==> config.mk <==
export PLATFORM = sky130hd
export DESIGN_NAME = minmax_track
export DESIGN_NICKNAME = d
export VERILOG_FILES = /design/src/rtl/minmax_track_pkg.sv /design/src/rtl/minmax_track_cmp.sv /design/src/rtl/minmax_track.sv
export SDC_FILE = /design/constraint.sdc
export NUM_CORES = 1
export LEC_CHECK = 0
export BUFFER_PORTS_ARGS = -buffer_cell sky130_fd_sc_hd__buf_2
export CAP_MARGIN = 20
export CORE_MARGIN = 4
export CORE_UTILIZATION = 30
export DETAILED_ROUTE_END_ITERATION = 8
export PLACE_DENSITY = 0.51
export SLEW_MARGIN = 40
export SYNTH_ARGS = -nofsm -noshare
export SYNTH_HDL_FRONTEND = slang
export SYNTH_SLANG_ARGS = --single-unit
export TNS_END_PERCENT = 10
==> constraint.sdc <==
create_clock -name clk -period 2.1 [get_ports clk]
set_input_delay 0.105 -clock clk [delete_from_list [all_inputs] [get_ports clk]]
set_output_delay 0.105 -clock clk [all_outputs]
set_load 0.005 [all_outputs]
==> src/rtl/minmax_track_pkg.sv <==
// Shared types and helpers for minmax_track and the comparator family.
package minmax_track_pkg;

  typedef enum logic [1:0] {
    ST_IDLE = 2'd0,
    ST_ACC  = 2'd1,
    ST_DONE = 2'd2
  } state_t;

  function automatic int unsigned cmp_width(input int unsigned order);
    return 32'd1 << order;
  endfunction

endpackage

==> src/rtl/minmax_track_cmp.sv <==
// Hierarchical unsigned comparator: 2**LIMIT-bit leaf chunks merged MSB-first
// through a binary tree into lt/eq/gt for a W = 2**ORDER bit compare.
module cmp
  import minmax_track_pkg::*;
#(
  parameter int unsigned ORDER = 3,
  parameter int unsigned LIMIT = 0
) (
  input  logic [cmp_width(ORDER)-1:0] i_a,
  input  logic [cmp_width(ORDER)-1:0] i_b,
  output logic                        o_lt,
  output logic                        o_eq,
  output logic                        o_gt
);

  localparam int unsigned W     = cmp_width(ORDER);
  localparam int unsigned CWID  = cmp_width(LIMIT);
  localparam int unsigned NL    = W / CWID;
  localparam int unsigned NODES = 2 * NL - 1;

  // Heap layout: node p has hi child 2p+1 and lo child 2p+2; leaves start at NL-1.
  logic [NODES-1:0] w_lt;
  logic [NODES-1:0] w_eq;

  always_comb begin
    w_lt = '0;
    w_eq = '0;
    for (int unsigned k = 0; k < NL; k++) begin
      w_lt[NL-1+k] = i_a[(NL-1-k)*CWID +: CWID] <  i_b[(NL-1-k)*CWID +: CWID];
      w_eq[NL-1+k] = i_a[(NL-1-k)*CWID +: CWID] == i_b[(NL-1-k)*CWID +: CWID];
    end
    for (int unsigned j = NL - 1; j > 0; j--) begin
      w_lt[j-1] = w_lt[2*j-1] | (w_eq[2*j-1] & w_lt[2*j]);
      w_eq[j-1] = w_eq[2*j-1] & w_eq[2*j];
    end
  end

  assign o_lt = w_lt[0];
  assign o_eq = w_eq[0];
  assign o_gt = ~(w_lt[0] | w_eq[0]);

endmodule

==> src/rtl/minmax_track.sv <==
// Streaming per-window min/max tracker with first-occurrence indices and count,
// valid/ready on both sides; results are registered and held until handoff.
module minmax_track
  import minmax_track_pkg::*;
#(
  parameter int unsigned ORDER     = 3,
  parameter int unsigned LEN_ORDER = 2
) (
  input  logic                        clk,
  input  logic                        rst_n,
  input  logic                        s_valid,
  output logic                        s_ready,
  input  logic [cmp_width(ORDER)-1:0] s_data,
  input  logic                        s_last,
  output logic                        m_valid,
  input  logic                        m_ready,
  output logic [cmp_width(ORDER)-1:0] m_min,
  output logic [cmp_width(ORDER)-1:0] m_max,
  output logic [LEN_ORDER-1:0]        m_min_idx,
  output logic [LEN_ORDER-1:0]        m_max_idx,
  output logic [LEN_ORDER:0]          m_count
);

  localparam int unsigned W  = cmp_width(ORDER);
  localparam int unsigned N  = 32'd1 << LEN_ORDER;
  localparam int unsigned IW = LEN_ORDER;
  localparam int unsigned CW = LEN_ORDER + 1;

  state_t          r_state;
  state_t          w_state_nxt;
  logic            r_s_ready;
  logic            r_m_valid;
  logic [W-1:0]    r_min;
  logic [W-1:0]    r_max;
  logic [IW-1:0]   r_min_idx;
  logic [IW-1:0]   r_max_idx;
  logic [CW-1:0]   r_count;

  logic            w_accept;
  logic            w_handoff;
  logic            w_close;
  logic [CW-1:0]   w_cnt_nxt;
  logic [W-1:0]    w_min_nxt;
  logic [W-1:0]    w_max_nxt;
  logic [IW-1:0]   w_min_idx_nxt;
  logic [IW-1:0]   w_max_idx_nxt;
  logic [CW-1:0]   w_count_nxt;
  logic            w_ready_nxt;
  logic            w_valid_nxt;

  logic            w_min_lt;
  logic            w_min_eq;
  logic            w_min_gt;
  logic            w_max_lt;
  logic            w_max_eq;
  logic            w_max_gt;

  cmp #(.ORDER(ORDER)) u_cmp_min (
    .i_a  (s_data),
    .i_b  (r_min),
    .o_lt (w_min_lt),
    .o_eq (w_min_eq),
    .o_gt (w_min_gt)
  );

  cmp #(.ORDER(ORDER)) u_cmp_max (
    .i_a  (s_data),
    .i_b  (r_max),
    .o_lt (w_max_lt),
    .o_eq (w_max_eq),
    .o_gt (w_max_gt)
  );

  // Exactly one of lt/eq/gt must hold on every compare.
  a_min_onehot: assert property (@(posedge clk) disable iff (!rst_n)
    $onehot({w_min_lt, w_min_eq, w_min_gt}));
  a_max_onehot: assert property (@(posedge clk) disable iff (!rst_n)
    $onehot({w_max_lt, w_max_eq, w_max_gt}));

  assign w_accept  = s_valid & r_s_ready;
  assign w_handoff = r_m_valid & m_ready;
  assign w_cnt_nxt = (r_state == ST_IDLE) ? CW'(1) : r_count + CW'(1);
  assign w_close   = s_last | (w_cnt_nxt == CW'(N));

  always_ff @(posedge clk or negedge rst_n) begin
    if (!rst_n) begin
      r_state <= ST_IDLE;
    end else begin
      r_state <= w_state_nxt;
    end
  end

  always_comb begin
    w_state_nxt = r_state;
    case (r_state)
      ST_IDLE: if (w_accept)             w_state_nxt = w_close ? ST_DONE : ST_ACC;
      ST_ACC:  if (w_accept && w_close)  w_state_nxt = ST_DONE;
      ST_DONE: if (w_handoff)            w_state_nxt = ST_IDLE;
      default:                           w_state_nxt = ST_IDLE;
    endcase
  end

  always_comb begin
    w_min_nxt     = r_min;
    w_max_nxt     = r_max;
    w_min_idx_nxt = r_min_idx;
    w_max_idx_nxt = r_max_idx;
    w_count_nxt   = r_count;
    if (w_accept) begin
      if (r_state == ST_IDLE) begin
        w_min_nxt     = s_data;
        w_max_nxt     = s_data;
        w_min_idx_nxt = '0;
        w_max_idx_nxt = '0;
        w_count_nxt   = w_cnt_nxt;
      end else if (r_state == ST_ACC) begin
        // Strict compares only, so ties keep the earliest index.
        if (w_min_lt) begin
          w_min_nxt     = s_data;
          w_min_idx_nxt = r_count[IW-1:0];
        end
        if (w_max_gt) begin
          w_max_nxt     = s_data;
          w_max_idx_nxt = r_count[IW-1:0];
        end
        w_count_nxt = w_cnt_nxt;
      end
    end
    w_ready_nxt = (w_state_nxt != ST_DONE);
    w_valid_nxt = (w_state_nxt == ST_DONE);
  end

  always_ff @(posedge clk or negedge rst_n) begin
    if (!rst_n) begin
      r_s_ready <= 1'b0;
      r_m_valid <= 1'b0;
      r_min     <= '0;
      r_max     <= '0;
      r_min_idx <= '0;
      r_max_idx <= '0;
      r_count   <= '0;
    end else begin
      r_s_ready <= w_ready_nxt;
      r_m_valid <= w_valid_nxt;
      r_min     <= w_min_nxt;
      r_max     <= w_max_nxt;
      r_min_idx <= w_min_idx_nxt;
      r_max_idx <= w_max_idx_nxt;
      r_count   <= w_count_nxt;
    end
  end

  assign s_ready   = r_s_ready;
  assign m_valid   = r_m_valid;
  assign m_min     = r_min;
  assign m_max     = r_max;
  assign m_min_idx = r_min_idx;
  assign m_max_idx = r_max_idx;
  assign m_count   = r_count;

endmodule

==> results of run 1 <==
## power breakdown
part / leakage [uW] / switching, uW / internal [uW]
registers: 0.000327 / 220 / 775
logic: 0.000803 / 1280 / 1090
clock network: 0.0000255 / 173 / 133
total: 0.00116 / 1670 / 2000
## cell type report
cell class / instances / area [sq um]
clock buffers: 3 / 41.3
inverters: 18 / 67.6
well taps: 77 / 96.3
multi-input cells: 171 / 1210
fillers: 684 / 3990
flip-flops and latches: 27 / 676
repair buffers: 66 / 405
clock inverters: 1 / 5.00
## worst max-delay path by stage
stage          depth (start not counted)                        to  slack [ns]
2_1_floorplan                          6      m_max[7]$_DFFE_PN0P_        0.02
3_3_place_gp                           6  m_min_idx[1]$_DFFE_PN0P_        0.04
3_5_place_dp                           6  m_min_idx[0]$_DFFE_PN0P_        0.03
4_1_cts                                6  m_min_idx[0]$_DFFE_PN0P_        0.02
5_1_grt                                8      m_max[5]$_DFFE_PN0P_      -0.004
6_report                               8      m_max[5]$_DFFE_PN0P_        0.12
## cells by family (layout without fill, tap and decap cells)
family	after synthesis	after routing
XOR/XNOR	1	1
buffers and inverters	35	88
adder cells (fa/ha/maj)	16	16
multiplexers	1	1
flip-flops	27	27
AO/OA/AOI/OAI	58	58
AND/OR/NAND/NOR	95	95
## stage by stage
stage	instances	instance area, sq um	setup TNS [ns]	hold WS, ns	setup slack, ns
finish	363	2510	0	0.142	0.125
global route	363	2510	-0.00426	0.158	-0.00426
CTS	358	2450	0	0.141	0.0201
detailed placement	353	2390	0	0.183	0.0305
global placement	353	2390	0	0.183	0.0438
floorplan	233	2060	0	-0.191	0.0168
## timing repair
| action | 4_1_cts | 5_1_grt |
|---|---|---|
| resized for setup | 1 | 3 |
| hold buffers | 1 | 0 |
| pin swaps | 0 | 2 |
| hold endpoints to repair | 27 | 0 |
| setup endpoints to repair | 1 | 18 |
| setup buffers | 0 | 5 |
## worst reg2reg max path: stages, from the launching register on
cell,delay [ns]
dfrtp_1,0.36
inv_1,0.05
ha_1,0.27
or3b_1,0.35
a311oi_2,0.24
buf_4,0.16
buf_4,0.16
or3_1,0.14
o311ai_2,0.10
## state kept, by name, summed over array words and instances, names as in the netlist
| signal | count |
|---|---|
| m_count | 3 |
| m_max | 8 |
| m_max_idx | 2 |
| m_min | 8 |
| m_min_idx | 2 |
| m_valid | 1 |
| r_state | 2 |
| s_ready | 1 |
## metal layers
layer,wire (um),up-vias
li1,-,969
met1,2640,920
met2,2720,55
met3,366,6
met4,79,0
met5,0,-
## Yosys cell counts, drive strengths merged (4+ instances only)
cell type   n
o311a       7
inv        18
buf         8
clkbuf      7
or3         9
o211ai     12
nand3      11
nand2      57
ha         16
a2111o     11
o311ai      8
dfrtp      27
nor2        4
==> results.md, run 1 <==
* Status: completed
* Total GRT Usage at 14.3%
* First-pass GRT wire length at 9650 um
* Crit end category: register
* GRT Residual Overflow at 0
* HP Start: s_data[6]
* #FFs+latches synth at 27
* Syn Nets at 262
* Setup crit start: m_max[1]$_DFFE_PN0P_
* Final Util at 38.6%
* Fmax at 506 MHz
* Met2 Usage GRT at a little under a quarter
* Clock sink count at 27
* RSZ-0062 raised after global routing: true
* Simple-gate portion of the synthesized area at 21.5%
* Busiest layer in global routing: met2
* Element type at the critical path start: register
* Core area at between 6000 and 7000 sq um
* Post-synth top flop: dfrtp_1
* Die footprint at 8240 sq um
* GR Util met1 at 19.0%
* Gate Count Post-Synth at 233
* Final nets at 316
* Yosys cell types at 43
* IR drop worst, VDD at 0.654 mV
* Hold Path Sink: m_min[6]$_DFFE_PN0P_
* Cell count of the worst reg-to-reg path at 8
* CTS Buf Count at 3
* Power, Total at about 3700 uW
* Leakage at 0.00116 uW
* CTS tree: built
* Vias at 1,950
* Most frequent cells in the layout: nand2_1 (57), buf_2 (37), buf_4 (28)
* Period utilization at 94.1%
* Crit path max-delay cell type: dfrtp_1
* Syn Std Cell Area at 2060 sq um
* Pwr dens at 1470 nW/um^2
* Worst hold path type: input pin to register
* Average size of a mapped cell at roughly 9 sq um
* Worst path cell trace: inv_1 -> ha_1 -> or3b_1 -> a311oi_2 -> buf_4 -> buf_4 -> or3_1 -> o311ai_2
* Clock transition at the registers of the reported paths at 0.10 ns
* DR vias/cell at 5.37
* Reg-to-reg setup timing slack at 0.12 ns
* Root buf cell: clkbuf_8
* Compound-Gate Fraction of Synth Area at between 20% and 30%
* Final hold vios at 0
* Post-synth ARST share at 100%
* Vias in the first global route at between 1,500 and 2,000
* Antenna diodes at 0
* Layout cells sized above 1 at 26.6%
* Row cnt at 29
* Hold Crit Depth at 3
* Initial antenna violation count at 0
* Post-synthesis mux area share at 0.548%
* Post-synth EDFFs at 0
* CP top delay family: simple AND/OR/NAND/NOR gates
* RePlAce Congestion at 0.793
* Top cell type's share of synthesized area at 32.9%
* YS warnings at 0
* Max Cap Violations at 0
* Crit path largest cell delay at 0.36 ns
* Largest area contributor in the netlist: dfrtp_1
* Worst reg2reg startpoint: m_max[1]$_DFFE_PN0P_
* Most used cell, CP: buf_4
* I/O pin cnt at 38
* Met3 usage at ~3.8%
* DR WL/cell at 16.0 um
* Kind of critical path: register to register
* Routed WL at 5810 um
* Die Height at between 90 and 100 um
* Initial Util at 31.7%
* Residual DRC count at 0
* WP data arrival at 2.11 ns
* Actual slew at the worst max-slew pin at 0.638 ns
* Most common cell after layout, fill and taps aside: nand2_1
* Largest family of logic cells by synthesized area: compound AO/OA/AOI/OAI gates
* Final-report max-slew violation count at 0
* FF-to-FF End: m_max[5]$_DFFE_PN0P_
* Synth Area in Adders at 9.74%
* CTS Buffer Depth at 2
* PortBufs at 37
* Post-DRT Antenna Nets at 0
* CP Buf/Inv Count at 3
* Pin count of the biggest net entering global routing at 28
* Pre-antenna DRT Iters at 5
* Die Width at ~91 um
* Post-Synth XOR/XNOR Area at less than 1%
* Critical Path RT at ~2.2 ns
* # setup viols final at 0
* Final min period at 1.98 ns
* Clk_lat worst skew at 0.28 ns
* Layout area overhead at 21.9%
* Initial drt markers at 110
* Rel. slew slack at a little under three fifths
* H-tree Lvls at 1
* Skew final at 0.00565 ns
* DP HPWL at 4310 um
* Crit Path Max Fanout at 10
* Top cells by area, synth: dfrtp_1 (33%), nand2_1 (10%), ha_1 (9.7%)
* Sequential share of the synthesized area at 32.9%
Power figures use the tool's default switching activity.
==> inputs of run 2 (changes only) <==
--- a/config.mk
+++ b/config.mk
@@ -9,7 +9,9 @@
 export CAP_MARGIN = 20
 export CORE_MARGIN = 4
 export CORE_UTILIZATION = 30
+export CTS_BUF_LIST = sky130_fd_sc_hd__clkbuf_16
 export DETAILED_ROUTE_END_ITERATION = 8
+export GPL_TIMING_DRIVEN = 0
 export PLACE_DENSITY = 0.51
 export SLEW_MARGIN = 40
 export SYNTH_ARGS = -nofsm -noshare
==> results.md, run 2 (same netlist as run 1, synthesis figures left out) <==
* Most frequent cells in the layout: nand2_1 (57), buf_2 (39), dfrtp_1 (27)
* Final hold vios at 0
* Critical Path RT at 2.24 ns
* Worst reg2reg startpoint: m_min[2]$_DFFE_PN0P_
* Worst hold path type: input pin to register
* Core area at between 6000 and 7000 sq um
* Pin count of the biggest net entering global routing at 28
* Die footprint at ~8200 sq um
* WP data arrival at 2.18 ns
* FF-to-FF End: m_min_idx[0]$_DFFE_PN0P_
* Layout area overhead at 24.5%
* IR drop worst, VDD at 0.651 mV
* Vias at 1,990
* RSZ-0062 raised after global routing: true
* DP Area at ~2300 sq um
* CTS Buffer Depth at 2
* Worst hold margin at roughly 0.17 ns
* Clock transition at the registers of the reported paths at 0.08 ns
* Final-report max-slew violation count at 0
* First-pass GRT wire length at roughly 10,000 um
* Die Width at 90.8 um
* Final nets at 313
* DP HPWL at 4500 um
* Total GRT Usage at 15.4%
* GRT Residual Overflow at 0
* Hold Crit Depth at 3
* Post-Route M1 WL at 2960 um
* CTS tree: built
* Antenna diodes at 0
* Clock sink count at 27
* Element type at the critical path start: register
* Reg-to-reg setup timing slack at 0.06 ns
* Dpl ws at -0.295 ns
* Setup ws final at 0.0634 ns
* Crit Path Max Fanout at 10
* Most common cell after layout, fill and taps aside: nand2_1
* Crit end category: register
* Initial antenna violation count at 0
* Max Cap Violations at 0
* Fmax at ~490 MHz
* Worst path cell trace: ha_4 -> and4b_1 -> a2111o_1 -> buf_6 -> a211oi_1 -> o211ai_1
* Actual slew at the worst max-slew pin at between 0.6 and 0.7 ns
* Hold Path Sink: m_min[6]$_DFFE_PN0P_
* Row cnt at 29
* Period utilization at 97.0%
* Rel. slew slack at 55.9%
* Dpl cells at around 350
* Layout cells sized above 1 at ~25%
* Routed length on met2 at 2970 um
* Post-DRT Antenna Nets at 0
* Residual DRC count at 0
* Kind of critical path: register to register
* Wire length on met3 at 272 um
* DR vias/cell at between 5 and 6
* Routed WL at 6310 um
* Skew final at between 0.004 and 0.005 ns
* Clk_lat worst skew at 0.27 ns
* Final Util at between 30% and 40%
* PortBufs at 37
* RePlAce Congestion at 0.894
* HP Start: s_data[6]
* Root buf cell: clkbuf_16
* Initial Util at 31.7%
* # setup viols final at 0
* Vias in the first global route at around 2,000
* Final Cell Area at around 2600 sq um
* Pre-antenna DRT Iters at 4
* H-tree Lvls at 1
* I/O pin cnt at 38
* Status: completed
* Crit path max-delay cell type: dfrtp_1
* Crit path largest cell delay at 0.43 ns
* Final min period at around 2 ns
* Leakage at around 0.0011 uW
* Pwr dens at 1520 nW/um^2
* Initial drt markers at 97
* Cell count of the worst reg-to-reg path at 6
* Die Height at 90.8 um
* Top Layer Used: met4
* Layout Cells excl Fill at 360
* DR WL/cell at 17.5 um
* CTS Buf Count at 3
run 2: cell type report:
type	instances	area, sq um
Inverter	18	67.6
Timing Repair Buffer	46	255
Sequential cell	27	676
Clock inverter	1	7.51
Buffer	17	130
Tap cell	77	96.3
Clock buffer	3	75.1
Multi-Input combinational cell	171	1250
Fill cell	681	3940
run 2: how the worst max path moves through the flow:
| stage | depth (start not counted) | start | to | slack [ns] |
|---|---|---|---|---|
| after detailed placement | 7 | m_max[5]$_DFFE_PN0P_ | m_max[4]$_DFFE_PN0P_ | -0.29 |
| after global placement | 7 | m_max[5]$_DFFE_PN0P_ | m_max[1]$_DFFE_PN0P_ | -0.28 |
| after floorplan | 6 | m_max[0]$_DFFE_PN0P_ | m_max[7]$_DFFE_PN0P_ | 0.02 |
| after CTS | 7 | m_min[1]$_DFFE_PN0P_ | m_min[7]$_DFFE_PN0P_ | -0.01 |
| after global routing | 7 | m_max[1]$_DFFE_PN0P_ | m_max[7]$_DFFE_PN0P_ | -0.002 |
| final | 6 | m_min[2]$_DFFE_PN0P_ | m_min_idx[0]$_DFFE_PN0P_ | 0.06 |
run 2: critical path: cells and delay by family, from the launching register on:
kind            cells  cell delay (ns)
compound gates      3             0.89
flops               1             0.43
simple gates        1             0.19
fa+ha+maj           1             0.23
buf+inv             1             0.18
run 2: power by group:
part	total (uW)	switching [uW]	internal (uW)
sequential	1030	248	779
clock	464	204	260
combinational	2410	1340	1070
total	3900	1790	2110
run 2: per-layer routing:
layer / vias to the layer above / global-route usage, %
li1: 962 / -
met1: 963 / 20.2
met2: 54 / 25.5
met3: 11 / 3.00
met4: 0 / 4.52
met5: - / 0
run 2: timing repair:
| item | CTS | global route |
|---|---|---|
| endpoints found under the hold margin | 27 | 0 |
| buffers inserted | 3 | 5 |
| resized for setup | 7 | 16 |
| hold buffers | 1 | 0 |
| pin swaps | 5 | 4 |
| endpoints found under the setup margin | 20 | 20 |
run 2: per-stage QoR:
step	setup TNS, ns	total power (uW)
2_1_floorplan	0	2450
3_3_place_gp	-4.37	3150
3_5_place_dp	-4.63	3180
4_1_cts	-0.0156	3780
5_1_grt	-0.00237	4270
6_report	0	3900
==> inputs of run 3 (changes only) <==
--- a/config.mk
+++ b/config.mk
@@ -12,7 +12,7 @@
 export CTS_BUF_LIST = sky130_fd_sc_hd__clkbuf_16
 export DETAILED_ROUTE_END_ITERATION = 8
 export GPL_TIMING_DRIVEN = 0
-export PLACE_DENSITY = 0.51
+export PLACE_DENSITY = 0.49
 export SLEW_MARGIN = 40
 export SYNTH_ARGS = -nofsm -noshare
 export SYNTH_HDL_FRONTEND = slang
==> constraint.sdc (replaced) <==
create_clock -name clk -period 2.6 [get_ports clk]
set_input_delay 0.13 -clock clk [delete_from_list [all_inputs] [get_ports clk]]
set_output_delay 0.13 -clock clk [all_outputs]
set_load 0.005 [all_outputs]
==> results.md, run 3 (same netlist as run 1, synthesis figures left out) <==
* CTS Buffer Depth at 2
* Die Width at 90.8 um
* Worst path cell trace: inv_1 -> ha_1 -> or3b_1 -> a311oi_1 -> buf_2 -> nor2_2 -> a311o_1
* DP Area at around 2300 sq um
* Final nets at 305
* Period utilization at between 90% and 100%
* Busiest layer in global routing: met2
* WP data arrival at between 2 and 3 ns
* Vias at 1,951
* Total GRT Usage at 15.1%
* Core area at 6490 sq um
* Post-DRT Antenna Nets at 0
* Dpl ws at around 0.16 ns
* Layout cells sized above 1 at 19.6%
* Final hold vios at 0
* Residual DRC count at 0
* Met3 usage at ~2.5%
* GRT Residual Overflow at 0
* Crit path largest cell delay at about 0.4 ns
* CTS Buf Count at 3
* Element type at the critical path start: register
* Leakage at 0.00110 uW
* Max Cap Violations at 0
* Fmax at 423 MHz
* GR Util met1 at 21.1%
* Met2 Usage GRT at 24.3%
* Status: completed
* Actual slew at the worst max-slew pin at 0.687 ns
* DP HPWL at between 4000 and 5000 um
* Pre-antenna DRT Iters at 4
* Routed WL at 6170 um
* CP top delay family: compound AO/OA/AOI/OAI gates
* Most common cell after layout, fill and taps aside: nand2_1
* Initial antenna violation count at 0
* CTS tree: built
* Setup ws final at 0.234 ns
* PortBufs at 37
* # setup viols final at 0
* Die Height at 90.8 um
* Rel. slew slack at between 50 and 60%
* Crit Path Max Fanout at 10
* Initial drt markers at 80
* Crit end category: register
* Row cnt at 29
* Final Util at a little under two fifths
* I/O pin cnt at 38
* DR vias/cell at 5.54
* Pin count of the biggest net entering global routing at 28
* Final-report max-slew violation count at 0
* Root buf cell: clkbuf_16
* Power, Total at 2930 uW
* Vias in the first global route at 1,912
* Post-CTS setup buffer count at 0
* First-pass GRT wire length at approximately 10000 um
* Layout area overhead at 18.1%
* Skew final at 0.00193 ns
* RePlAce Congestion at 0.879
* Pwr dens at 1210 nW/um^2
* Kind of critical path: register to register
* Initial Util at 31.7%
* Clk_lat worst skew at 0.27 ns
* Final min period at 2.37 ns
* Clock sink count at 27
* DR WL/cell at around 18 um
* CP Buf/Inv Count at 2
* Most frequent cells in the layout: nand2_1 (57), buf_2 (39), dfrtp_1 (27)
* Crit path max-delay cell type: dfrtp_1
* Antenna diodes at 0
* RSZ-0062 raised after global routing: false
* Clock transition at the registers of the reported paths at 0.07 ns
* Setup TNS at 0 ns
* Final Cell Area at ~2400 sq um
* Critical Path RT at around 2.8 ns
* IR drop worst, VDD at 0.444 mV
* H-tree Lvls at 1
* Worst hold path type: input pin to register
* Die footprint at between 8000 and 9000 sq um
## run 3: cell types whose count changed in the layout (fill, tap and decap cells not counted), sizes merged
cell         change
clkbuf           +1
dlygate4sd1      +1
clkinv           +1
buf             -10
clkinvlp         -1
## run 3: report_power, final
part	leakage (uW)	internal, uW	switching [uW]
Combinational	0.000732	724	1010
Clock	0.0000409	208	160
Sequential	0.000327	629	203
Total	0.00110	1560	1370
## run 3: path summary, 6_finish.rpt
| kind | from | endpoint | slack [ns] | depth (start not counted) |
|---|---|---|---|---|
| hold / removal | s_data[0] | m_max[0]$_DFFE_PN0P_ | 0.19 | 3 |
| max in group asynchronous | rst_n | m_max[6]$_DFFE_PN0P_ | 1.73 | 2 |
| setup / recovery | m_max[1]$_DFFE_PN0P_ | m_max[7]$_DFFE_PN0P_ | 0.23 | 7 |
| min in group asynchronous | rst_n | r_state[0]$_DFF_PN0_ | 0.44 | 2 |
| hold reg to reg | m_min_idx[1]$_DFFE_PN0P_ | m_min_idx[1]$_DFFE_PN0P_ | 0.52 | 2 |
| setup reg to reg | m_max[1]$_DFFE_PN0P_ | m_max[7]$_DFFE_PN0P_ | 0.23 | 7 |
## run 3: routing by layer
layer | vias to the layer above | share of wire (%)
li1 | 948 | -
met1 | 932 | 48
met2 | 61 | 47
met3 | 10 | 4.4
met4 | 0 | 1.2
met5 | - | 0
## run 3: final cells by class
type | count | area [sq um]
clock buffer | 3 | 75.1
buffer | 17 | 123
clock inverter | 1 | 5.00
sequential | 27 | 676
tap | 77 | 96.3
timing repair buffer | 38 | 195
multi-input combinational | 171 | 1190
fill | 694 | 4070
inverter | 18 | 67.6
## run 3: worst reg2reg max path, cell delays in order (launching register included)
cell	delay, ns
dfrtp_1	0.39
inv_1	0.06
ha_1	0.27
or3b_1	0.34
a311oi_1	0.37
buf_2	0.28
nor2_2	0.15
a311o_1	0.39
## run 3: what timing repair did
action                                  4_1_cts  5_1_grt
resized for setup                             0        2
endpoints found under the setup margin        0        6
hold buffers                                  1        0
endpoints found under the hold margin        27        0
## run 3: through the flow
step                      std cells  hold WS (ns)
after floorplan                 233        -0.166
after global placement          347         0.204
after detailed placement        347         0.219
after CTS                       352         0.186
after global routing            352         0.194
final                           352         0.194
